--- config.mk ---
export PLATFORM = sky130hd
export DESIGN_NAME = i2s_adc_receiver_flat
export DESIGN_NICKNAME = d
export VERILOG_FILES = /design/src/rtl/i2s_adc_receiver_if.sv /design/src/rtl/i2s_adc_receiver.sv /design/src/flat_wrapper.sv
export SDC_FILE = /design/constraint.sdc
export NUM_CORES = 1
export LEC_CHECK = 0
export CAP_MARGIN = 30
export CORE_MARGIN = 5
export CORE_UTILIZATION = 60
export CTS_CLUSTER_DIAMETER = 30
export DETAILED_ROUTE_END_ITERATION = 8
export DONT_BUFFER_PORTS = 1
export GPL_ROUTABILITY_DRIVEN = 1
export PLACE_DENSITY = 0.72
export SLEW_MARGIN = 20
export SYNTH_ARGS = -nofsm -noshare
export SYNTH_HDL_FRONTEND = slang
export SYNTH_SLANG_ARGS = --single-unit
--- constraint.sdc ---
create_clock -name clk -period 15.8 [get_ports clk]
set_input_delay 3.95 -clock clk [delete_from_list [all_inputs] [get_ports clk]]
set_output_delay 3.95 -clock clk [all_outputs]
set_load 0.02 [all_outputs]
--- src/rtl/i2s_adc_receiver_if.sv ---
// rtl/i2s_adc_receiver_if.sv - stereo PCM pair stream between the I2S receiver and the microphone stage
interface i2s_adc_receiver_if #(
    parameter int DATA_W = 16
);
    logic [DATA_W-1:0] left_data;
    logic [DATA_W-1:0] right_data;
    logic              sample_valid;
    logic              sample_ready;

    modport master (
        output left_data,
        output right_data,
        output sample_valid,
        input  sample_ready
    );

    modport slave (
        input  left_data,
        input  right_data,
        input  sample_valid,
        output sample_ready
    );
endinterface

--- src/rtl/i2s_adc_receiver.sv ---
// rtl/i2s_adc_receiver.sv - I2S ADC deserialiser with stereo pair handshake and peak level bar
module i2s_adc_receiver #(
    parameter int DATA_W     = 16,
    parameter int LED_N      = 18,
    parameter int STEP       = 1820,
    parameter int DECAY_LOG2 = 20
) (
    input  logic                  clk,
    input  logic                  reset_n,
    input  logic                  aud_bclk,
    input  logic                  aud_adclrck,
    input  logic                  aud_adcdat,
    input  logic                  enable,
    input  logic                  clear_ovf,
    output logic                  overflow,
    output logic [LED_N-1:0]      level,
    i2s_adc_receiver_if.master    pcm
);

    localparam int CNT_W = $clog2(DATA_W + 1);
    localparam logic [CNT_W-1:0] LAST_BIT = CNT_W'(DATA_W - 1);

    typedef enum logic [1:0] {IDLE, SKIP, SHIFT, HOLD} state_t;

    state_t state, state_next;

    // [0],[1] are the synchroniser, [2] is the history flop used for edge detection
    logic [2:0] bclk_q, lr_q, dat_q;

    logic bclk_rise, lr_edge, lr_now, dat_bit;

    logic [DATA_W-1:0] shreg, left_hold, word_next;
    logic [CNT_W-1:0]  cnt;
    logic              chan;
    logic              armed, bad;

    logic word_done, start, abort, emit;

    logic [DATA_W-2:0]     peak, mag_l, mag_r, peak_max;
    logic [DECAY_LOG2-1:0] decay_cnt;
    logic                  decay_tick;
    logic [LED_N-1:0]      level_next;

    // Magnitude with the most-negative code clipped to full positive scale
    function automatic logic [DATA_W-2:0] mag_of(input logic [DATA_W-1:0] s);
        logic [DATA_W-1:0] n;
        n = ~s + 1'b1;
        if (!s[DATA_W-1])
            return s[DATA_W-2:0];
        else if (n[DATA_W-1])
            return '1;
        else
            return n[DATA_W-2:0];
    endfunction

    // Bring the codec pins into the clk domain
    always_ff @(posedge clk or negedge reset_n) begin
        if (!reset_n) begin
            bclk_q <= '0;
            lr_q   <= '0;
            dat_q  <= '0;
        end else begin
            bclk_q <= {bclk_q[1:0], aud_bclk};
            lr_q   <= {lr_q[1:0], aud_adclrck};
            dat_q  <= {dat_q[1:0], aud_adcdat};
        end
    end

    // Data comes from the history stage so it was sampled just before the BCLK rise reached the detector
    assign bclk_rise = bclk_q[1] & ~bclk_q[2];
    assign lr_edge   = lr_q[1] ^ lr_q[2];
    assign lr_now    = lr_q[1];
    assign dat_bit   = dat_q[2];
    assign word_next = {shreg[DATA_W-2:0], dat_bit};

    // State register
    always_ff @(posedge clk or negedge reset_n) begin
        if (!reset_n)
            state <= IDLE;
        else
            state <= state_next;
    end

    // Next state and word boundary events
    always_comb begin
        state_next = state;
        word_done  = 1'b0;
        start      = 1'b0;
        abort      = 1'b0;
        if (!enable) begin
            state_next = IDLE;
        end else begin
            case (state)
                IDLE: begin
                    if (lr_edge) begin
                        state_next = SKIP;
                        start      = 1'b1;
                    end
                end
                SKIP: begin
                    if (lr_edge) begin
                        start = 1'b1;
                        abort = 1'b1;
                    end else if (bclk_rise) begin
                        state_next = SHIFT;
                    end
                end
                SHIFT: begin
                    if (lr_edge) begin
                        state_next = SKIP;
                        start      = 1'b1;
                        abort      = 1'b1;
                    end else if (bclk_rise && cnt == LAST_BIT) begin
                        state_next = HOLD;
                        word_done  = 1'b1;
                    end
                end
                HOLD: begin
                    if (lr_edge) begin
                        state_next = SKIP;
                        start      = 1'b1;
                    end
                end
                default: state_next = IDLE;
            endcase
        end
    end

    assign emit = word_done & chan & armed & ~bad;

    // Shift register, bit counter, channel and frame validity flags
    always_ff @(posedge clk or negedge reset_n) begin
        if (!reset_n) begin
            shreg     <= '0;
            left_hold <= '0;
            cnt       <= '0;
            chan      <= 1'b0;
            armed     <= 1'b0;
            bad       <= 1'b0;
        end else if (!enable) begin
            cnt   <= '0;
            armed <= 1'b0;
            bad   <= 1'b0;
        end else if (start) begin
            chan <= lr_now;
            cnt  <= '0;
            if (!lr_now) begin
                armed <= 1'b0;
                bad   <= 1'b0;
            end else if (abort) begin
                bad <= 1'b1;
            end
        end else if (state == SHIFT && bclk_rise) begin
            shreg <= word_next;
            cnt   <= cnt + 1'b1;
            if (word_done && !chan) begin
                left_hold <= word_next;
                armed     <= 1'b1;
            end
        end
    end

    // Output pair register and valid/ready handshake
    always_ff @(posedge clk or negedge reset_n) begin
        if (!reset_n) begin
            pcm.left_data    <= '0;
            pcm.right_data   <= '0;
            pcm.sample_valid <= 1'b0;
        end else if (emit && (!pcm.sample_valid || pcm.sample_ready)) begin
            pcm.left_data    <= left_hold;
            pcm.right_data   <= word_next;
            pcm.sample_valid <= 1'b1;
        end else if (pcm.sample_valid && pcm.sample_ready) begin
            pcm.sample_valid <= 1'b0;
        end
    end

    // Sticky overflow when a finished pair finds the output still occupied
    always_ff @(posedge clk or negedge reset_n) begin
        if (!reset_n)
            overflow <= 1'b0;
        else if (emit && pcm.sample_valid && !pcm.sample_ready)
            overflow <= 1'b1;
        else if (clear_ovf)
            overflow <= 1'b0;
    end

    assign mag_l = mag_of(left_hold);
    assign mag_r = mag_of(word_next);

    // Largest of the held peak and the two new magnitudes
    always_comb begin
        peak_max = peak;
        if (mag_l > peak_max)
            peak_max = mag_l;
        if (mag_r > peak_max)
            peak_max = mag_r;
    end

    // Free-running decay timebase
    always_ff @(posedge clk or negedge reset_n) begin
        if (!reset_n)
            decay_cnt <= '0;
        else
            decay_cnt <= decay_cnt + 1'b1;
    end

    assign decay_tick = &decay_cnt;

    // Peak hold with exponential decay; a new pair takes priority over decay
    always_ff @(posedge clk or negedge reset_n) begin
        if (!reset_n)
            peak <= '0;
        else if (emit)
            peak <= peak_max;
        else if (decay_tick)
            peak <= peak - (peak >> 4);
    end

    // Thermometer thresholds at multiples of STEP
    always_comb begin
        level_next = '0;
        for (int i = 0; i < LED_N; i++)
            level_next[i] = (int'(peak) >= (i + 1) * STEP);
    end

    // Register the bar one cycle behind the peak
    always_ff @(posedge clk or negedge reset_n) begin
        if (!reset_n)
            level <= '0;
        else
            level <= level_next;
    end

endmodule

--- src/flat_wrapper.sv ---
// flat-port wrapper written by rule: the top's interface ports become plain ports
module i2s_adc_receiver_flat 
#(
    parameter int DATA_W     = 16,
    parameter int LED_N      = 18,
    parameter int STEP       = 1820,
    parameter int DECAY_LOG2 = 20
)
  (clk, reset_n, aud_bclk, aud_adclrck, aud_adcdat, enable, clear_ovf, overflow, level, pcm_left_data, pcm_right_data, pcm_sample_valid, pcm_sample_ready);
  i2s_adc_receiver_if #(.DATA_W(DATA_W)) pcm_i ();
  input  logic clk;
  input  logic reset_n;
  input  logic aud_bclk;
  input  logic aud_adclrck;
  input  logic aud_adcdat;
  input  logic enable;
  input  logic clear_ovf;
  output logic overflow;
  output logic [LED_N-1:0] level;
  output wire logic [$bits(pcm_i.left_data)-1:0] pcm_left_data;
  output wire logic [$bits(pcm_i.right_data)-1:0] pcm_right_data;
  output wire logic [$bits(pcm_i.sample_valid)-1:0] pcm_sample_valid;
  input wire logic [$bits(pcm_i.sample_ready)-1:0] pcm_sample_ready;
  assign pcm_left_data = pcm_i.left_data;
  assign pcm_right_data = pcm_i.right_data;
  assign pcm_sample_valid = pcm_i.sample_valid;
  assign pcm_i.sample_ready = pcm_sample_ready;
  i2s_adc_receiver #(.DATA_W(DATA_W), .LED_N(LED_N), .STEP(STEP), .DECAY_LOG2(DECAY_LOG2)) u_core (.clk(clk), .reset_n(reset_n), .aud_bclk(aud_bclk), .aud_adclrck(aud_adclrck), .aud_adcdat(aud_adcdat), .enable(enable), .clear_ovf(clear_ovf), .overflow(overflow), .level(level), .pcm(pcm_i));
endmodule
==> impl_metrics.json, run 1 <==
{
  "period_share_pct": 38.7,
  "avgSynthCellArea_um2": 9.74,
  "worst_path_max_delay_cell": "or4_1",
  "fin_util_pct": 65.9,
  "vdd_ir_drop_max_uv": 74.0,
  "area_of_the_multi_input_gates_um2": 4350,
  "clkSlewWorstSetupHoldPaths_ns": 0.06,
  "critical-path-top-delay-family": "simple AND/OR/NAND/NOR gates",
  "final_cell_count_no_fill": 998,
  "slew-limit-headroom_pct": 46.4,
  "synth-edff-count": 0,
  "yosysWarningCount": 0,
  "required_ns": 16.08,
  "grt_first_pass_wirelength_mm": 33.5,
  "dpl.cell_count": 966,
  "grt_pass1_vias": 6396,
  "post_cts_buffers": 0,
  "final.setup_skew_ns": 0.0100,
  "cts_buffers": 17,
  "design.final.nets": 866,
  "cts-root-buf": "clkbuf_16",
  "drt_wl_total_mm": 20.5,
  "placementRows": 42,
  "post_synthesis_instance_area_um2": 8090,
  "synth-seq-area-share_pct": 42.4,
  "worst_path_buffer_plus_inverter_count": 1,
  "groute.usage.overall_pct": 26.3,
  "area_delta_synth_final_pct": 7.85,
  "grt_max_degree": 138,
  "holdCritPathClass": "reg -> reg",
  "async_flop_share_pct": 100,
  "port_buffers": 0,
  "count_of_distinct_cell_types_in_the_synthesized_netlist": 61,
  "min_period_ns": 6.11,
  "fin_ws_ns": 9.69,
  "tritoncts": "done",
  "total_switching_power_w": 0.000187,
  "fin_hold_ws_ns": 0.346,
  "finalHoldViolations": 0,
  "synth.net_count": 888,
  "netlist_top_cells_area": "dfrtp_1 42%, mux2_2 8.2%, ha_1 7.4%, nand2_1 3.2%, a21oi_1 3.2%",
  "clk-insertion-delay-late_ns": 0.43,
  "ios": 60,
  "dominantRegCellSynth": "dfrtp_1",
  "vias": 6455,
  "die_height_um": 126,
  "cell_taking_the_most_area_after_synthesis": "dfrtp_1",
  "power.internal_w": 0.000592,
  "timing.setup.tns_ns": 0,
  "pre_cts_ws_ns": 9.92,
  "seq_area_um2": 3430,
  "clock_path_buffers": 2,
  "max_cap_viol_count": 0,
  "htree_levels": 4,
  "crit_arrival_ns": 6.39,
  "global_route.overflow_total": 0,
  "dr.pass1.iters": 5,
  "synth_cells": 831,
  "dieWidth_um": 126,
  "drt-wirelength-per-cell_um": 20.6,
  "hold_buffers": 0,
  "cts_num_sinks": 137,
  "max_freq_mhz": 164,
  "cts.repair.resized": 0,
  "setup.worst_path.start_class": "register",
  "detailed_place_hpwl_mm": 14.6,
  "drt-vias-per-instance": 6.47,
  "cp_max_fo": 20,
  "drtAntennaViolNets": 0,
  "start_util_pct": 61.1,
  "core_area_um2": 13200,
  "type_of_the_worst_setup_path": "reg -> reg",
  "synth-seq-cells": 137,
  "setup.worst_path.end_class": "register",
  "share_clk_of_total_power_pct": 48.8,
  "layout-drive-gt1-share_pct": 13.7,
  "fill_cells": 1080,
  "power_density_nw_per_um2": 89.3,
  "post-route-drc-count": 0,
  "total_leakage_power_nw": 4.05,
  "power.switching_fraction_pct": 24.0,
  "cp_slowest_stage_delay_ns": 0.60,
  "globalplace.congestion": 1.00,
  "status": "complete, no violations",
  "antenna_found_initial": 0,
  "final-setup-viol-count": 0,
  "unrepaired_setup_endpoints_after_global_routing": "false",
  "critical_path.cell_chain": "or4_1 > or3_1 > o31ai_1 > mux2i_1 > ha_1 > nand4_1 > o21bai_1 > nor3_1 > a21oi_1 > buf_4 > mux2i_1 > ha_1 > nand4_1 > or3_1 > a21oi_2 > or2_1 > a211oi_2",
  "pwr-share-seq_pct": 46.5,
  "power.share.combinational_pct": 4.7,
  "maxSlewViolCount": 0,
  "antenna_cells_inserted": 0,
  "fp.dieArea_um2": 15900,
  "synth.top_cell.area_share_pct": 42.4,
  "detailedRoute.firstIterationViolations": 507,
  "tightest_slew_ns": 0.803
}
## cells in the mapped netlist, types with 2 or more instances
master,count
dfrtp_1,137
buf_2,2
xor2_1,28
nand2_1,69
a2111oi_0,2
a221oi_2,2
a211oi_2,8
a211oi_1,11
clkbuf_1,36
nand3b_1,2
mux2_2,59
nor2_1,65
o41ai_1,7
nand2b_1,5
or4_1,10
nand3_1,24
or3_1,11
o211a_1,2
and3_1,5
buf_1,5
nor3_1,30
inv_1,33
o211ai_1,5
nor3b_1,2
xnor2_1,24
o21a_1,6
nor4_1,11
clkinv_1,4
and2_1,4
o311ai_0,2
mux2i_1,12
or4_4,2
a21oi_1,51
nand4_1,23
a21boi_0,2
ha_1,48
o31ai_1,10
o21ai_0,36
a31oi_1,9
nor2b_1,4
a21o_1,2
a211o_1,2
## layout make-up
| class | instances | share of cell area [%] |
|---|---|---|
| clock buffer | 19 | 5.07 |
| inverter | 37 | 1.59 |
| timing repair buffer | 4 | 0.344 |
| sequential | 137 | 39.3 |
| tap | 176 | 2.52 |
| multi-input combinational | 612 | 49.8 |
| clock inverter | 13 | 1.38 |
## path summary, 6_finish.rpt
| kind | from | to | slack, ns | cells after the start |
|---|---|---|---|---|
| worst max-delay path | u_core.left_hold[5]$_DFFE_PN0P_ | u_core.peak[3]$_DFFE_PN0P_ | 9.69 | 17 |
| worst min-delay path | u_core.bclk_q[0]$_DFF_PN0_ | u_core.bclk_q[1]$_DFF_PN0_ | 0.35 | 0 |
| worst max register to register | u_core.left_hold[5]$_DFFE_PN0P_ | u_core.peak[3]$_DFFE_PN0P_ | 9.69 | 17 |
| worst min register to register | u_core.bclk_q[0]$_DFF_PN0_ | u_core.bclk_q[1]$_DFF_PN0_ | 0.35 | 0 |
| max in group asynchronous | reset_n | u_core.pcm.left_data[6]$_DFFE_PN0P_ | 12.38 | 0 |
| min in group asynchronous | reset_n | u_core.decay_cnt[18]$_DFF_PN0_ | 3.21 | 0 |
## placed cells by master (no fill, tap or decap), types with 3 or more instances in the layout
cell	Yosys	final
mux2_2	59	59
or4_1	10	10
and3_1	5	5
clkinvlp_4	0	3
nand4_1	23	23
o21ai_0	36	36
a211oi_1	11	11
a31oi_1	9	9
nor2_1	65	65
a211oi_2	8	8
inv_6	0	3
o21a_1	6	6
o31ai_1	10	10
o41ai_1	7	7
o211ai_1	5	5
or3_1	11	11
xor2_1	28	28
buf_4	1	4
clkinv_2	0	3
nand2_1	69	69
nor4_1	11	11
nor2b_1	4	4
xnor2_1	24	24
dfrtp_1	137	137
nand3_1	24	24
clkbuf_16	0	17
clkinv_4	0	3
and2_1	4	4
nor3_1	30	29
nand2b_1	5	5
a21oi_1	51	51
ha_1	48	48
mux2i_1	12	12
clkinv_1	4	4
inv_1	33	33
## cells by family after synthesis
family          share of synthesized area [%]
fa+ha+maj                                7.67
mux                                      9.69
simple gates                             16.5
compound gates                           14.2
xor+xnor                                 5.63
buf+inv                                  3.97
flops                                    42.4
## power groups by stage
stage | combinational, W | sequential [W] | clock, W
4_1_cts | 0.0000364 | 0.000363 | 0.000385
6_report | 0.0000365 | 0.000363 | 0.000380
5_1_grt | 0.0000411 | 0.000363 | 0.000404
2_1_floorplan | 0.0000291 | 0.000367 | 0
3_5_place_dp | 0.0000361 | 0.000369 | 0
3_3_place_gp | 0.0000336 | 0.000369 | 0
## stage by stage
| step | total power [W] | instance area, um^2 |
|---|---|---|
| global route | 0.000809 | 8730 |
| CTS | 0.000784 | 8730 |
| detailed placement | 0.000405 | 8170 |
| finish | 0.000780 | 8730 |
| floorplan | 0.000396 | 8090 |
| global placement | 0.000402 | 8170 |
## state kept, by name (all words and copies together), names as in the netlist, 2 cells and up
name	flops
u_core.bclk_q	3
u_core.lr_q	3
u_core.pcm.right_data	16
u_core.level	18
u_core.shreg	15
u_core.peak	15
u_core.pcm.left_data	16
u_core.decay_cnt	20
u_core.state	2
u_core.left_hold	16
u_core.cnt	5
u_core.dat_q	3
## per-layer routing
metal	track usage [%]	part of all wire (%)	up-vias
met5	0	0	-
met2	43.1	48	293
li1	-	-	2963
met4	11.9	4.1	0
met1	33.7	42	3123
met3	5.33	6.4	76
Power figures use the tool's default switching activity.
==> inputs of run 2 (changes only) <==
--- a/config.mk
+++ b/config.mk
@@ -7,7 +7,7 @@
 export LEC_CHECK = 0
 export CAP_MARGIN = 30
 export CORE_MARGIN = 5
-export CORE_UTILIZATION = 60
+export CORE_UTILIZATION = 58
 export CTS_CLUSTER_DIAMETER = 30
 export DETAILED_ROUTE_END_ITERATION = 8
 export DONT_BUFFER_PORTS = 1
==> constraint.sdc (replaced) <==
create_clock -name clk -period 5 [get_ports clk]
set_input_delay 1.25 -clock clk [delete_from_list [all_inputs] [get_ports clk]]
set_output_delay 1.25 -clock clk [all_outputs]
set_load 0.02 [all_outputs]
==> impl_metrics.json, run 2 (synthesized netlist as in run 1, its figures left out) <==
{
  "status": "finished, violations left",
  "failing_checks": "negative setup slack",
  "design.final.nets": 943,
  "antenna_cells_inserted": 0,
  "final-setup-viol-count": 14,
  "max_freq_mhz": 194,
  "power_w": 0.00248,
  "power.internal_w": 0.00184,
  "vdd_ir_drop_max_uv": 241,
  "clk-insertion-delay-late_ns": 0.43,
  "drt-vias-per-instance": 6.32,
  "power.share.combinational_pct": 4.9,
  "dr.pass1.iters": 5,
  "holdCritPathClass": "reg -> reg",
  "die_height_um": 128,
  "area_delta_synth_final_pct": 19.3,
  "detailed_place_hpwl_mm": 15.3,
  "type_of_the_worst_setup_path": "reg -> reg",
  "final_common_cell": "dfrtp_1",
  "max_cap_viol_count": 0,
  "crit_arrival_ns": 5.46,
  "port_buffers": 0,
  "period_share_pct": 103,
  "htree_levels": 4,
  "detailedRoute.firstIterationViolations": 439,
  "final.setup_skew_ns": 0.0124,
  "cts_buffers": 17,
  "cp_max_fo": 5,
  "layout-drive-gt1-share_pct": 25.7,
  "reg_top3": "u_core.decay_cnt (20), u_core.level (18)",
  "clkSlewWorstSetupHoldPaths_ns": 0.07,
  "maxSlewViolCount": 0,
  "antenna_found_initial": 0,
  "fin_util_pct": 70.1,
  "fill_cells": 1035,
  "cts-root-buf": "clkbuf_16",
  "largest_reg_flops": 20,
  "grt_pass1_vias": 6687,
  "required_ns": 5.30,
  "drt_wl_total_mm": 21.9,
  "final_cell_mix": "137 x dfrtp_1, 71 x buf_4, 69 x nand2_1",
  "finalHoldViolations": 0,
  "pwr-share-seq_pct": 46.1,
  "grt_first_pass_wirelength_mm": 35.0,
  "fin_hold_ws_ns": 0.349,
  "core_area_um2": 13800,
  "tritoncts": "done",
  "unrepaired_setup_endpoints_after_global_routing": "true",
  "grt_max_degree": 138,
  "ios": 60,
  "placementRows": 43,
  "cts_num_sinks": 137,
  "post-route-drc-count": 0,
  "groute.usage.overall_pct": 27.1,
  "fin_ws_ns": -0.153,
  "setup.worst_path.end_class": "register",
  "power.switching_fraction_pct": 25.9,
  "tightest_slew_ns": 0.778,
  "global_route.overflow_total": 0,
  "dieWidth_um": 128,
  "timing.setup.tns_ns": -1.51,
  "rrSetupSlack_ns": -0.15,
  "total_switching_power_w": 0.000645,
  "setup.worst_path.start_class": "register",
  "slew-limit-headroom_pct": 48.2,
  "total_leakage_power_nw": 4.48,
  "pre_cts_ws_ns": -0.173,
  "drtAntennaViolNets": 0,
  "drt-wirelength-per-cell_um": 20.3,
  "globalplace.congestion": 0.986,
  "vias": 6823,
  "fp.dieArea_um2": 16400,
  "registers.top_by_ff_count": "u_core.decay_cnt",
  "share_clk_of_total_power_pct": 49.1,
  "min_period_ns": 5.15,
  "power_density_nw_per_um2": 257,
  "clock_path_buffers": 2,
  "start_util_pct": 58.8
}
-- run 2: critical path, stage by stage, from the launching register on --
cell	delay (ns)
dfrtp_1	0.38
or4_4	0.55
or4_4	0.46
buf_6	0.14
o41ai_4	0.29
ha_1	0.33
a21oi_1	0.15
a21oi_1	0.09
o31ai_2	0.28
a21oi_2	0.13
buf_6	0.16
buf_6	0.12
mux2i_4	0.19
ha_4	0.28
nand4_1	0.12
buf_4	0.17
or3_4	0.38
or3_1	0.32
mux2_4	0.28
nand4_1	0.12
nand3_1	0.09
-- run 2: what timing repair did --
| action | 4_1_cts | 5_1_grt |
|---|---|---|
| gates cloned | 1 | 1 |
| setup buffers | 3 | 1 |
| pin swaps | 10 | 8 |
| setup endpoints to repair | 14 | 15 |
| hold buffers | 0 | 0 |
| resized for setup | 30 | 34 |
-- run 2: layout make-up --
| type | count | area, um^2 | share of cell area (%) |
|---|---|---|---|
| multi-input cells | 612 | 4630 | 48.0 |
| flip-flops and latches | 137 | 3430 | 35.5 |
| repair buffers | 81 | 653 | 6.77 |
| clock buffers | 17 | 425 | 4.41 |
| well taps | 180 | 225 | 2.33 |
| clock inverters | 15 | 150 | 1.56 |
| inverters | 37 | 139 | 1.44 |
-- run 2: path summary, 6_finish.rpt --
| check | startpoint | end | cells after the start |
|---|---|---|---|
| min | u_core.bclk_q[0]$_DFF_PN0_ | u_core.bclk_q[1]$_DFF_PN0_ | 0 |
| max | u_core.left_hold[9]$_DFFE_PN0P_ | u_core.peak[7]$_DFFE_PN0P_ | 20 |
| max in group asynchronous | reset_n | u_core.pcm.left_data[11]$_DFFE_PN0P_ | 0 |
| min reg2reg | u_core.bclk_q[0]$_DFF_PN0_ | u_core.bclk_q[1]$_DFF_PN0_ | 0 |
| max reg2reg | u_core.left_hold[9]$_DFFE_PN0P_ | u_core.peak[7]$_DFFE_PN0P_ | 20 |
| min in group asynchronous | reset_n | u_core.peak[13]$_DFFE_PN0P_ | 0 |
-- run 2: metrics by stage --
step	cell area (um^2)	std cells
global route	9650	1079
detailed placement	8740	1042
CTS	9470	1078
global placement	8740	1042
finish	9650	1079
floorplan	8150	831
-- run 2: layer usage --
| metal | vias up | track usage (%) | wire length [um] |
|---|---|---|---|
| met4 | 0 | 13.5 | 970 |
| li1 | 3130 | - | - |
| met3 | 77 | 5.63 | 1360 |
| met1 | 3318 | 34.6 | 9130 |
| met2 | 298 | 43.7 | 10400 |
| met5 | - | 0 | 0 |
-- run 2: power groups by stage --
stage	clock network [W]	registers [W]	logic, W
2_1_floorplan	0	0.00116	0.0000919
6_report	0.00122	0.00114	0.000121
4_1_cts	0.00124	0.00114	0.000116
5_1_grt	0.00129	0.00115	0.000139
3_3_place_gp	0	0.00116	0.000105
3_5_place_dp	0	0.00116	0.000113
==> inputs of run 3 (changes only) <==
--- a/config.mk
+++ b/config.mk
@@ -7,12 +7,12 @@
 export LEC_CHECK = 0
 export CAP_MARGIN = 30
 export CORE_MARGIN = 5
-export CORE_UTILIZATION = 58
+export CORE_UTILIZATION = 30
 export CTS_CLUSTER_DIAMETER = 30
 export DETAILED_ROUTE_END_ITERATION = 8
 export DONT_BUFFER_PORTS = 1
 export GPL_ROUTABILITY_DRIVEN = 1
-export PLACE_DENSITY = 0.72
+export PLACE_DENSITY = 0.41
 export SLEW_MARGIN = 20
 export SYNTH_ARGS = -nofsm -noshare
 export SYNTH_HDL_FRONTEND = slang
==> impl_metrics.json, run 3 (synthesized netlist as in run 1, its figures left out) <==
{
  "die_height_um": 174,
  "vdd_ir_drop_max_uv": 181,
  "reg_top3": "u_core.decay_cnt (20), u_core.level (18)",
  "area_delta_synth_final_pct": 24.5,
  "fin_util_pct": 37.7,
  "detailedRoute.firstIterationViolations": 600,
  "antenna_found_initial": 0,
  "pre_cts_ws_ns": -0.294,
  "groute.usage.overall_pct": 16.1,
  "fp.dieArea_um2": 30400,
  "final_common_cell": "dfrtp_1",
  "clock_path_buffers": 2,
  "slew-limit-headroom_pct": 44.4,
  "ios": 60,
  "min_period_ns": 5.17,
  "finalHoldViolations": 0,
  "post-route-drc-count": 0,
  "antenna_cells_inserted": 0,
  "setup.worst_path.start_class": "register",
  "clk-insertion-delay-late_ns": 0.43,
  "max_freq_mhz": 193,
  "crit-reg2reg-capture": "u_core.peak[0]$_DFFE_PN0P_",
  "reg2reg_from": "u_core.left_hold[9]$_DFFE_PN0P_",
  "port_buffers": 0,
  "tightest_slew_ns": 0.833,
  "final.setup_skew_ns": 0.0177,
  "period_share_pct": 103,
  "setup.worst_path.end_class": "register",
  "htree_levels": 4,
  "drt-vias-per-instance": 5.23,
  "globalplace.congestion": 0.864,
  "cts_buffers": 17,
  "whs_path_cells": 0,
  "cp_max_fo": 8,
  "hold_end": "u_core.dat_q[2]$_DFF_PN0_",
  "type_of_the_worst_setup_path": "reg -> reg",
  "fin_ws_ns": -0.170,
  "design.final.nets": 966,
  "grt_max_degree": 138,
  "grt_first_pass_wirelength_mm": 39.0,
  "cts_num_sinks": 137,
  "vias": 6611,
  "crit_arrival_ns": 5.49,
  "layout-drive-gt1-share_pct": 28.2,
  "fin_hold_ws_ns": 0.346,
  "detailed_place_hpwl_mm": 17.5,
  "placementRows": 60,
  "cts-root-buf": "clkbuf_16",
  "core_area_um2": 26700,
  "drt_wl_total_mm": 24.3,
  "dieWidth_um": 174,
  "failing_checks": "negative setup slack",
  "final_cell_mix": "137 x dfrtp_1, 95 x buf_4, 69 x nand2_1",
  "clkSlewWorstSetupHoldPaths_ns": 0.06,
  "power_density_nw_per_um2": 252,
  "holdCritPathClass": "reg -> reg",
  "largest_reg_flops": 20,
  "grt_pass1_vias": 6816,
  "total_leakage_power_nw": 4.61,
  "unrepaired_setup_endpoints_after_global_routing": "true",
  "max_cap_viol_count": 0,
  "final-setup-viol-count": 14,
  "global_route.overflow_total": 0,
  "rrSetupSlack_ns": -0.17,
  "maxSlewViolCount": 0,
  "hold_buffers": 0,
  "required_ns": 5.32,
  "registers.top_by_ff_count": "u_core.decay_cnt",
  "drtAntennaViolNets": 0,
  "hold_path.startpoint": "u_core.dat_q[1]$_DFF_PN0_",
  "status": "finished, violations left",
  "tritoncts": "done",
  "dr.pass1.iters": 5,
  "worstRegToRegCells": 20,
  "drt-wirelength-per-cell_um": 19.2,
  "start_util_pct": 30.3
}
-- run 3: changes by cell type in the layout (fill, tap and decap cells not counted), sizes merged --
cell / before / now
clkbuf: 17 / 19
buf: 81 / 104
inv: 44 / 37
clkinv: 7 / 10
bufinv: 0 / 2
-- run 3: area by class of cell --
| class | count | area [um^2] |
|---|---|---|
| Clock inverter | 13 | 144 |
| Timing Repair Buffer | 104 | 827 |
| Clock buffer | 19 | 433 |
| Sequential cell | 137 | 3430 |
| Tap cell | 341 | 427 |
| Inverter | 37 | 139 |
| Fill cell | 2654 | 16600 |
| Multi-Input combinational cell | 612 | 4680 |
-- run 3: layer usage --
metal / part of all wire, % / GRT usage [%] / up-vias
met4: 2.3 / 5.61 / 0
li1: - / - / 3157
met5: 0 / 0 / -
met2: 47 / 26.0 / 179
met1: 46 / 21.7 / 3239
met3: 4.5 / 2.96 / 36
-- run 3: worst max-delay path by stage --
stage,end,startpoint,cells after the start
floorplan,u_core.peak[0]$_DFFE_PN0P_,u_core.left_hold[9]$_DFFE_PN0P_,19
detailed placement,u_core.peak[11]$_DFFE_PN0P_,u_core.left_hold[3]$_DFFE_PN0P_,21
global placement,u_core.peak[11]$_DFFE_PN0P_,u_core.left_hold[5]$_DFFE_PN0P_,20
finish,u_core.peak[0]$_DFFE_PN0P_,u_core.left_hold[9]$_DFFE_PN0P_,20
global route,u_core.peak[3]$_DFFE_PN0P_,u_core.left_hold[9]$_DFFE_PN0P_,20
CTS,u_core.peak[8]$_DFFE_PN0P_,u_core.left_hold[9]$_DFFE_PN0P_,20
-- run 3: report_power, final --
part / total (W) / switching (W) / internal, W
clock network: 0.00127 / 0.000529 / 0.000741
logic: 0.000118 / 0.0000707 / 0.0000475
registers: 0.00115 / 0.0000213 / 0.00113
-- run 3: worst max-delay path, stage by stage (launching register included) --
cell	delay [ns]
dfrtp_1	0.38
or4_4	0.54
or4_4	0.46
buf_6	0.14
o41ai_4	0.29
ha_1	0.32
a21oi_1	0.16
a21oi_1	0.09
o31ai_2	0.25
a21oi_2	0.12
buf_6	0.15
buf_6	0.13
nor2_2	0.10
a21oi_2	0.05
ha_1	0.32
nand4_1	0.14
or3_4	0.42
o31a_4	0.30
or2_4	0.30
buf_4	0.16
a311oi_2	0.24
-- run 3: repair_timing --
| action | in CTS | in global routing |
|---|---|---|
| setup endpoints to repair | 14 | 15 |
| gates cloned | 1 | 0 |
| resized for setup | 34 | 36 |
| setup buffers | 14 | 1 |
| pin swaps | 11 | 11 |
-- run 3: through the flow --
step                      area [um^2]  TNS (ns)  power, W  std cells
final                           10100     -1.61   0.00254       1263
after global routing            10100     -4.62   0.00263       1263
after CTS                        9880    -0.871   0.00257       1262
after detailed placement         9050     -2.11   0.00128       1216
after global placement           9050     -1.47   0.00128       1216
after floorplan                  8150         0   0.00125        831
